[config.mk]
export PLATFORM = sky130hd
export DESIGN_NAME = multicycle_controller
export DESIGN_NICKNAME = d
export VERILOG_FILES = /design/src/rtl/multicycle_controller_pkg.sv /design/src/rtl/multicycle_controller_decode.sv /design/src/rtl/multicycle_controller.sv
export SDC_FILE = /design/constraint.sdc
export NUM_CORES = 1
export LEC_CHECK = 0
export ABC_CLOCK_PERIOD_IN_PS = 2600
export CAP_MARGIN = 20
export CORE_ASPECT_RATIO = 1.4
export CORE_MARGIN = 1
export CORE_UTILIZATION = 32
export DETAILED_ROUTE_END_ITERATION = 6
export DONT_BUFFER_PORTS = 1
export PLACE_DENSITY = 0.56
export SLEW_MARGIN = 20
export SYNTH_ARGS = -nofsm -noshare
export SYNTH_HDL_FRONTEND = slang
export SYNTH_HIERARCHICAL = 1
export SYNTH_SLANG_ARGS = --single-unit
[constraint.sdc]
create_clock -name clk -period 2.6 [get_ports clk]
set_input_delay 0 -clock clk [delete_from_list [all_inputs] [get_ports clk]]
set_output_delay 0 -clock clk [all_outputs]
set_load 0.05 [all_outputs]
[src/rtl/multicycle_controller_pkg.sv]
// Shared encodings for the multi-cycle RV32I control unit: opcodes, FSM
// states, datapath select codes and the bundled control-output vector.
package riscv_ctrl_pkg;

  localparam logic [6:0] OP_R_TYPE = 7'b0110011;
  localparam logic [6:0] OP_I_TYPE = 7'b0010011;
  localparam logic [6:0] OP_LW     = 7'b0000011;
  localparam logic [6:0] OP_SW     = 7'b0100011;
  localparam logic [6:0] OP_BR     = 7'b1100011;
  localparam logic [6:0] OP_JAL    = 7'b1101111;
  localparam logic [6:0] OP_JALR   = 7'b1100111;

  typedef enum logic [3:0] {
    S_FETCH,
    S_DECODE,
    S_MEMADR,
    S_MEMRD,
    S_MEMWB,
    S_MEMWR,
    S_EXEC_R,
    S_EXEC_I,
    S_ALUWB,
    S_BRANCH,
    S_JALR_ADR,
    S_JAL,
    S_ILLEGAL
  } state_t;

  localparam logic [1:0] SRCA_PC    = 2'b00;
  localparam logic [1:0] SRCA_OLDPC = 2'b01;
  localparam logic [1:0] SRCA_RS1   = 2'b10;

  localparam logic [1:0] SRCB_RS2   = 2'b00;
  localparam logic [1:0] SRCB_IMM   = 2'b01;
  localparam logic [1:0] SRCB_FOUR  = 2'b10;

  localparam logic [1:0] RES_ALUOUT = 2'b00;
  localparam logic [1:0] RES_MDR    = 2'b01;
  localparam logic [1:0] RES_ALU    = 2'b10;

  localparam logic [1:0] ALUOP_ADD    = 2'b00;
  localparam logic [1:0] ALUOP_BRANCH = 2'b01;
  localparam logic [1:0] ALUOP_FUNCT  = 2'b10;

  typedef struct packed {
    logic       mem_req;
    logic       mem_we;
    logic       adr_src;
    logic       ir_write;
    logic       pc_write;
    logic       branch;
    logic       reg_write;
    logic [1:0] alu_src_a;
    logic [1:0] alu_src_b;
    logic [1:0] result_src;
    logic [1:0] alu_op;
    logic       illegal;
  } ctrl_out_t;

endpackage

[src/rtl/multicycle_controller_decode.sv]
// Combinational Moore output decode; FETCH is the only state whose outputs
// also look at mem_ready, so IR/PC load exactly on the completing cycle.
module ctrl_out_decode
  import riscv_ctrl_pkg::*;
(
  input  state_t    state_i,
  input  logic      mem_ready_i,
  output ctrl_out_t out_o
);

  always_comb begin
    out_o = '0;
    unique case (state_i)
      S_FETCH: begin
        out_o.mem_req    = 1'b1;
        out_o.alu_src_a  = SRCA_PC;
        out_o.alu_src_b  = SRCB_FOUR;
        out_o.alu_op     = ALUOP_ADD;
        out_o.result_src = RES_ALU;
        out_o.ir_write   = mem_ready_i;
        out_o.pc_write   = mem_ready_i;
      end
      // Precompute the branch/JAL target while the register file is read.
      S_DECODE: begin
        out_o.alu_src_a = SRCA_OLDPC;
        out_o.alu_src_b = SRCB_IMM;
        out_o.alu_op    = ALUOP_ADD;
      end
      S_MEMADR, S_JALR_ADR: begin
        out_o.alu_src_a = SRCA_RS1;
        out_o.alu_src_b = SRCB_IMM;
        out_o.alu_op    = ALUOP_ADD;
      end
      S_MEMRD: begin
        out_o.mem_req = 1'b1;
        out_o.adr_src = 1'b1;
      end
      S_MEMWB: begin
        out_o.reg_write  = 1'b1;
        out_o.result_src = RES_MDR;
      end
      S_MEMWR: begin
        out_o.mem_req = 1'b1;
        out_o.mem_we  = 1'b1;
        out_o.adr_src = 1'b1;
      end
      S_EXEC_R: begin
        out_o.alu_src_a = SRCA_RS1;
        out_o.alu_src_b = SRCB_RS2;
        out_o.alu_op    = ALUOP_FUNCT;
      end
      S_EXEC_I: begin
        out_o.alu_src_a = SRCA_RS1;
        out_o.alu_src_b = SRCB_IMM;
        out_o.alu_op    = ALUOP_FUNCT;
      end
      S_ALUWB: begin
        out_o.reg_write  = 1'b1;
        out_o.result_src = RES_ALUOUT;
      end
      S_BRANCH: begin
        out_o.alu_src_a  = SRCA_RS1;
        out_o.alu_src_b  = SRCB_RS2;
        out_o.alu_op     = ALUOP_BRANCH;
        out_o.branch     = 1'b1;
        out_o.result_src = RES_ALUOUT;
      end
      // PC takes the target from ALUOut while the ALU forms the link value.
      S_JAL: begin
        out_o.pc_write   = 1'b1;
        out_o.result_src = RES_ALUOUT;
        out_o.alu_src_a  = SRCA_OLDPC;
        out_o.alu_src_b  = SRCB_FOUR;
        out_o.alu_op     = ALUOP_ADD;
      end
      S_ILLEGAL: begin
        out_o.illegal = 1'b1;
      end
      default: begin
        out_o = '0;
      end
    endcase
  end

endmodule

[src/rtl/multicycle_controller.sv]
// Sequencing FSM for the multi-cycle RV32I datapath; holds the state register
// and next-state logic, with outputs forced low whenever reset is asserted.
module multicycle_controller
  import riscv_ctrl_pkg::*;
(
  input  logic       clk,
  input  logic       reset,
  input  logic [6:0] opcode,
  input  logic       mem_ready,
  output logic       mem_req,
  output logic       mem_we,
  output logic       adr_src,
  output logic       ir_write,
  output logic       pc_write,
  output logic       branch,
  output logic       reg_write,
  output logic [1:0] alu_src_a,
  output logic [1:0] alu_src_b,
  output logic [1:0] result_src,
  output logic [1:0] alu_op,
  output logic       illegal
);

  state_t    state_q, state_d;
  ctrl_out_t dec_out, ctrl;

  always_comb begin
    state_d = state_q;
    unique case (state_q)
      S_FETCH:  if (mem_ready) state_d = S_DECODE;
      S_DECODE: begin
        unique case (opcode)
          OP_LW, OP_SW: state_d = S_MEMADR;
          OP_R_TYPE:    state_d = S_EXEC_R;
          OP_I_TYPE:    state_d = S_EXEC_I;
          OP_BR:        state_d = S_BRANCH;
          OP_JAL:       state_d = S_JAL;
          OP_JALR:      state_d = S_JALR_ADR;
          default:      state_d = S_ILLEGAL;
        endcase
      end
      // Only loads and stores reach MEMADR, so anything but LW is a store.
      S_MEMADR:   state_d = (opcode == OP_LW) ? S_MEMRD : S_MEMWR;
      S_MEMRD:    if (mem_ready) state_d = S_MEMWB;
      S_MEMWB:    state_d = S_FETCH;
      S_MEMWR:    if (mem_ready) state_d = S_FETCH;
      S_EXEC_R:   state_d = S_ALUWB;
      S_EXEC_I:   state_d = S_ALUWB;
      S_ALUWB:    state_d = S_FETCH;
      S_BRANCH:   state_d = S_FETCH;
      S_JALR_ADR: state_d = S_JAL;
      S_JAL:      state_d = S_ALUWB;
      S_ILLEGAL:  state_d = S_ILLEGAL;
      default:    state_d = S_FETCH;
    endcase
  end

  always_ff @(posedge clk) begin
    if (reset) begin
      state_q <= S_FETCH;
    end else begin
      state_q <= state_d;
    end
  end

  ctrl_out_decode u_decode (
    .state_i     (state_q),
    .mem_ready_i (mem_ready),
    .out_o       (dec_out)
  );

  // Gating here guarantees no request or write enable leaks during reset.
  assign ctrl = reset ? '0 : dec_out;

  assign mem_req    = ctrl.mem_req;
  assign mem_we     = ctrl.mem_we;
  assign adr_src    = ctrl.adr_src;
  assign ir_write   = ctrl.ir_write;
  assign pc_write   = ctrl.pc_write;
  assign branch     = ctrl.branch;
  assign reg_write  = ctrl.reg_write;
  assign alu_src_a  = ctrl.alu_src_a;
  assign alu_src_b  = ctrl.alu_src_b;
  assign result_src = ctrl.result_src;
  assign alu_op     = ctrl.alu_op;
  assign illegal    = ctrl.illegal;

endmodule
==> impl_metrics.prom <==
# TYPE chip_impl_metric gauge
chip_impl_info{name="outcome",value="finished, violations left"} 1
chip_impl_info{name="violations",value="design-rule violations"} 1
chip_impl_metric{name="top_level_ports",unit=""} 26
chip_impl_metric{name="grtUsageTotal",unit="%"} 14.3
chip_impl_info{name="critical_path_class",value="reg -> out"} 1
chip_impl_metric{name="area_taken_by_flip_flops_and_latches",unit="um^2"} 80.1
chip_impl_metric{name="period_minus_slack",unit="ns"} 2.00
chip_impl_info{name="holdCritPathClass",value="in -> reg"} 1
chip_impl_metric{name="layout.filler_cells",unit=""} 245
chip_impl_metric{name="leakage",unit="nW"} 0.368
chip_impl_metric{name="ys_seq_area_share",unit="%"} 10.2
chip_impl_metric{name="ys_async_sr_fraction",unit="%"} 0
chip_impl_metric{name="synthesis.area",unit="um^2"} 786
chip_impl_metric{name="die-width",unit="um"} 43.9
chip_impl_metric{name="synth-edff-count",unit=""} 0
chip_impl_info{name="synth_largest_area_cell",value="nor2b_1"} 1
chip_impl_metric{name="antenna_cells",unit=""} 0
chip_impl_metric{name="firstDrtPassIters",unit=""} 6
chip_impl_metric{name="gpl.final_weighted_congestion",unit=""} 0.902
chip_impl_metric{name="number_of_drc_markers_after_the_initial_detailed_route_iteration",unit=""} 14
chip_impl_metric{name="grt_pass1_wl",unit="um"} 2940
chip_impl_info{name="reg_with_most_ffs",value="state_q"} 1
chip_impl_metric{name="detail_route.wirelength",unit="um"} 1810
chip_impl_metric{name="tightestPinTransition",unit="ns"} 0.873
chip_impl_metric{name="drc",unit=""} 2
chip_impl_info{name="cp-end-kind",value="output pin"} 1
chip_impl_metric{name="crit_path_max_incr_delay",unit="ns"} 0.88
chip_impl_metric{name="avgViaCountPerCell",unit=""} 5.62
chip_impl_info{name="yosys_most_used_dff",value="dfxtp_1"} 1
chip_impl_metric{name="worstSkewPairLatency",unit="ns"} 0.23
chip_impl_info{name="synth_top_cells_by_area",value="nor2b_1 15%, dfxtp_1 10%, nor3_1 4.5%"} 1
chip_impl_metric{name="grt_antenna_before_repair",unit=""} 0
chip_impl_metric{name="syn_inst",unit=""} 109
chip_impl_metric{name="postLayoutCellArea",unit="um^2"} 945
chip_impl_metric{name="routed_wire_length_per_instance",unit="um"} 12.5
chip_impl_metric{name="layout-drive-gt1-share",unit="%"} 24.4
chip_impl_info{name="post-synth-top-count-cell",value="nor2b_1"} 1
chip_impl_metric{name="timing.max_cap.violations",unit=""} 0
chip_impl_metric{name="synth.ff_latch_count",unit=""} 4
chip_impl_metric{name="numPlacedInstances",unit=""} 138
chip_impl_metric{name="netlist.area_leader.share",unit="%"} 15.1
chip_impl_metric{name="num_rows",unit=""} 20
chip_impl_metric{name="globalRoute.totalOverflow",unit=""} 0
chip_impl_metric{name="syn_nets",unit=""} 119
chip_impl_metric{name="finalSetupViolations",unit=""} 0
chip_impl_metric{name="worst_ep_required_time",unit="ns"} 2.60
chip_impl_metric{name="ctsLongestPathBuffers",unit=""} 2
chip_impl_metric{name="cp.arrival",unit="ns"} 2.00
chip_impl_metric{name="final_cells",unit=""} 145
chip_impl_metric{name="max_slew_margin",unit="%"} 41.7
chip_impl_metric{name="postPlaceCellArea",unit="um^2"} 882
chip_impl_metric{name="final_net_count",unit=""} 135
chip_impl_info{name="crit_path_cell_trace",value="and4bb_2 -> a211o_1 -> nor2b_1 -> buf_4"} 1
chip_impl_metric{name="cts.sink_count",unit=""} 4
chip_impl_metric{name="synth.yosys.warnings",unit=""} 6
chip_impl_metric{name="grt_max_degree",unit=""} 28
chip_impl_info{name="critical_path.startpoint_type",value="flop"} 1
chip_impl_info{name="synth.top_cells.by_count",value="19 x nor2b_1, 8 x nor2_1, 7 x nor3_1, 6 x nand2_1, 5 x buf_2"} 1
chip_impl_metric{name="core-area",unit="um^2"} 2250
chip_impl_metric{name="multi_input_area",unit="um^2"} 639
chip_impl_info{name="crit_slowest_cell",value="dfxtp_1"} 1
chip_impl_metric{name="layout-area-overhead-vs-synth",unit="%"} 20.2
chip_impl_metric{name="htree_num_levels",unit=""} 1
chip_impl_metric{name="setup_total_neg_slack",unit="ns"} 0
chip_impl_info{name="largestRegisters",value="state_q: 4 flops"} 1
chip_impl_metric{name="first_global_vias",unit=""} 737
chip_impl_metric{name="post-dp-hpwl",unit="um"} 1320
chip_impl_metric{name="dieArea",unit="um^2"} 2660
chip_impl_metric{name="finalClockSkew",unit="ns"} 0.00341
chip_impl_info{name="grt_setup_unrepaired",value="no"} 1
chip_impl_metric{name="clock.fmax",unit="MHz"} 500
chip_impl_metric{name="post-route-period-util",unit="%"} 76.9
chip_impl_metric{name="timing.final.max_slew_violations",unit=""} 0
chip_impl_metric{name="drtAntennaViolNets",unit=""} 0
chip_impl_metric{name="synth_area_per_cell",unit="um^2"} 7.21
chip_impl_metric{name="route.vias.total",unit=""} 815
chip_impl_metric{name="vdd_ir_drop_max",unit="mV"} 0.176
chip_impl_metric{name="cellPowerDensity",unit="nW/um^2"} 317
chip_impl_metric{name="synth_cell_types",unit=""} 48
chip_impl_info{name="tritoncts_clock_tree",value="built"} 1
chip_impl_info{name="root_buffer",value="clkbuf_4"} 1
chip_impl_metric{name="timing.critical_path.fanout_max",unit=""} 27
chip_impl_metric{name="finalHoldViolations",unit=""} 0
chip_impl_metric{name="cts.reportedPaths.clkPinSlew",unit="ns"} 0.04
chip_impl_metric{name="largest_register_ff_count",unit=""} 4
chip_impl_metric{name="start_util",unit="%"} 34.9
chip_impl_metric{name="cts_inserted_buffers",unit=""} 3
chip_impl_metric{name="port_buffers",unit=""} 0
chip_impl_metric{name="die_y",unit="um"} 60.6
## through the flow
| step | total power, mW | worst slack (ns) | hold slack (ns) | utilization (%) |
|---|---|---|---|---|
| floorplan | 0.199 | 0.827 | 0.201 | - |
| global placement | 0.217 | 0.885 | 0.0680 | 39.2 |
| detailed placement | 0.219 | 0.830 | 0.0682 | 39.2 |
| CTS | 0.305 | 0.609 | 0.00391 | 41.9 |
| global route | 0.318 | 0.493 | 0.0274 | 41.9 |
| finish | 0.299 | 0.602 | 0.0146 | 41.9 |
## worst max-delay path, delay by kind of cell, from the launching register on
family / cells / cell delay, ns
buffers and inverters: 1 / 0.18
DFF: 1 / 0.88
and+or+nand+nor: 2 / 0.44
AOI/OAI and AO/OA: 1 / 0.25
## cell type report
type	instances	area share, %
inverters	2	0.795
clock buffers	3	2.38
repair buffers	21	17.7
well taps	22	2.91
multi-input cells	93	67.7
flip-flops and latches	4	8.48
## worst paths after layout
check	endpoint	slack [ns]	start	cells past startpoint
worst max-delay path	alu_src_a[1]	0.60	state_q[1]	4
worst min-delay path	state_q[0]	0.01	opcode[3]	2
worst max register to register	state_q[2]	0.79	state_q[1]	4
worst min register to register	state_q[1]	0.77	state_q[0]	2
## cells in the final DEF (no fill, tap or decap), types with 2 or more instances in the layout
cell / Yosys / final
xnor2_1: 2 / 2
dfxtp_1: 4 / 4
a221oi_1: 2 / 2
nor4bb_1: 2 / 2
nor2_1: 8 / 8
nand2_1: 6 / 6
nand3_1: 2 / 2
nor2b_1: 19 / 19
clkbuf_4: 1 / 3
or3_1: 2 / 2
nor4_1: 2 / 2
a21oi_1: 2 / 2
o21ai_0: 4 / 4
o21ai_1: 2 / 2
dlygate4sd3_1: 0 / 4
o22ai_1: 2 / 2
and2b_1: 2 / 2
nand4_1: 2 / 2
buf_4: 1 / 17
nor3_1: 7 / 7
nand2b_1: 4 / 4
## power breakdown
group | internal (mW) | total [mW] | switching (mW)
Combinational | 0.0636 | 0.141 | 0.0773
Sequential | 0.0649 | 0.0830 | 0.0181
Clock | 0.0515 | 0.0751 | 0.0236
## layer usage
metal	vias up	wire (um)	GRT usage [%]	part of all wire [%]
met3	2	99	2.08	5.5
met4	0	13	6.93	0.72
met5	-	0	0	0
met2	24	931	26.0	51
met1	358	769	16.1	42
li1	431	-	-	-
## logic make-up after synthesis
logic type                after synthesis  synth area share [%]
DFF                                     4                  10.2
xor gates and xnor gates                3                  3.34
and+or+nand+nor                        69                  58.6
buffers and inverters                  12                  8.44
AOI/OAI and AO/OA                      21                  19.4
## what timing repair did
item / in CTS / in global routing
hold buffers: 4 / 0
hold endpoints to repair: 4 / 0
gates resized for setup: 0 / 0
setup buffers: 0 / 0
Note: power is estimated with default switching activity, not from simulation.
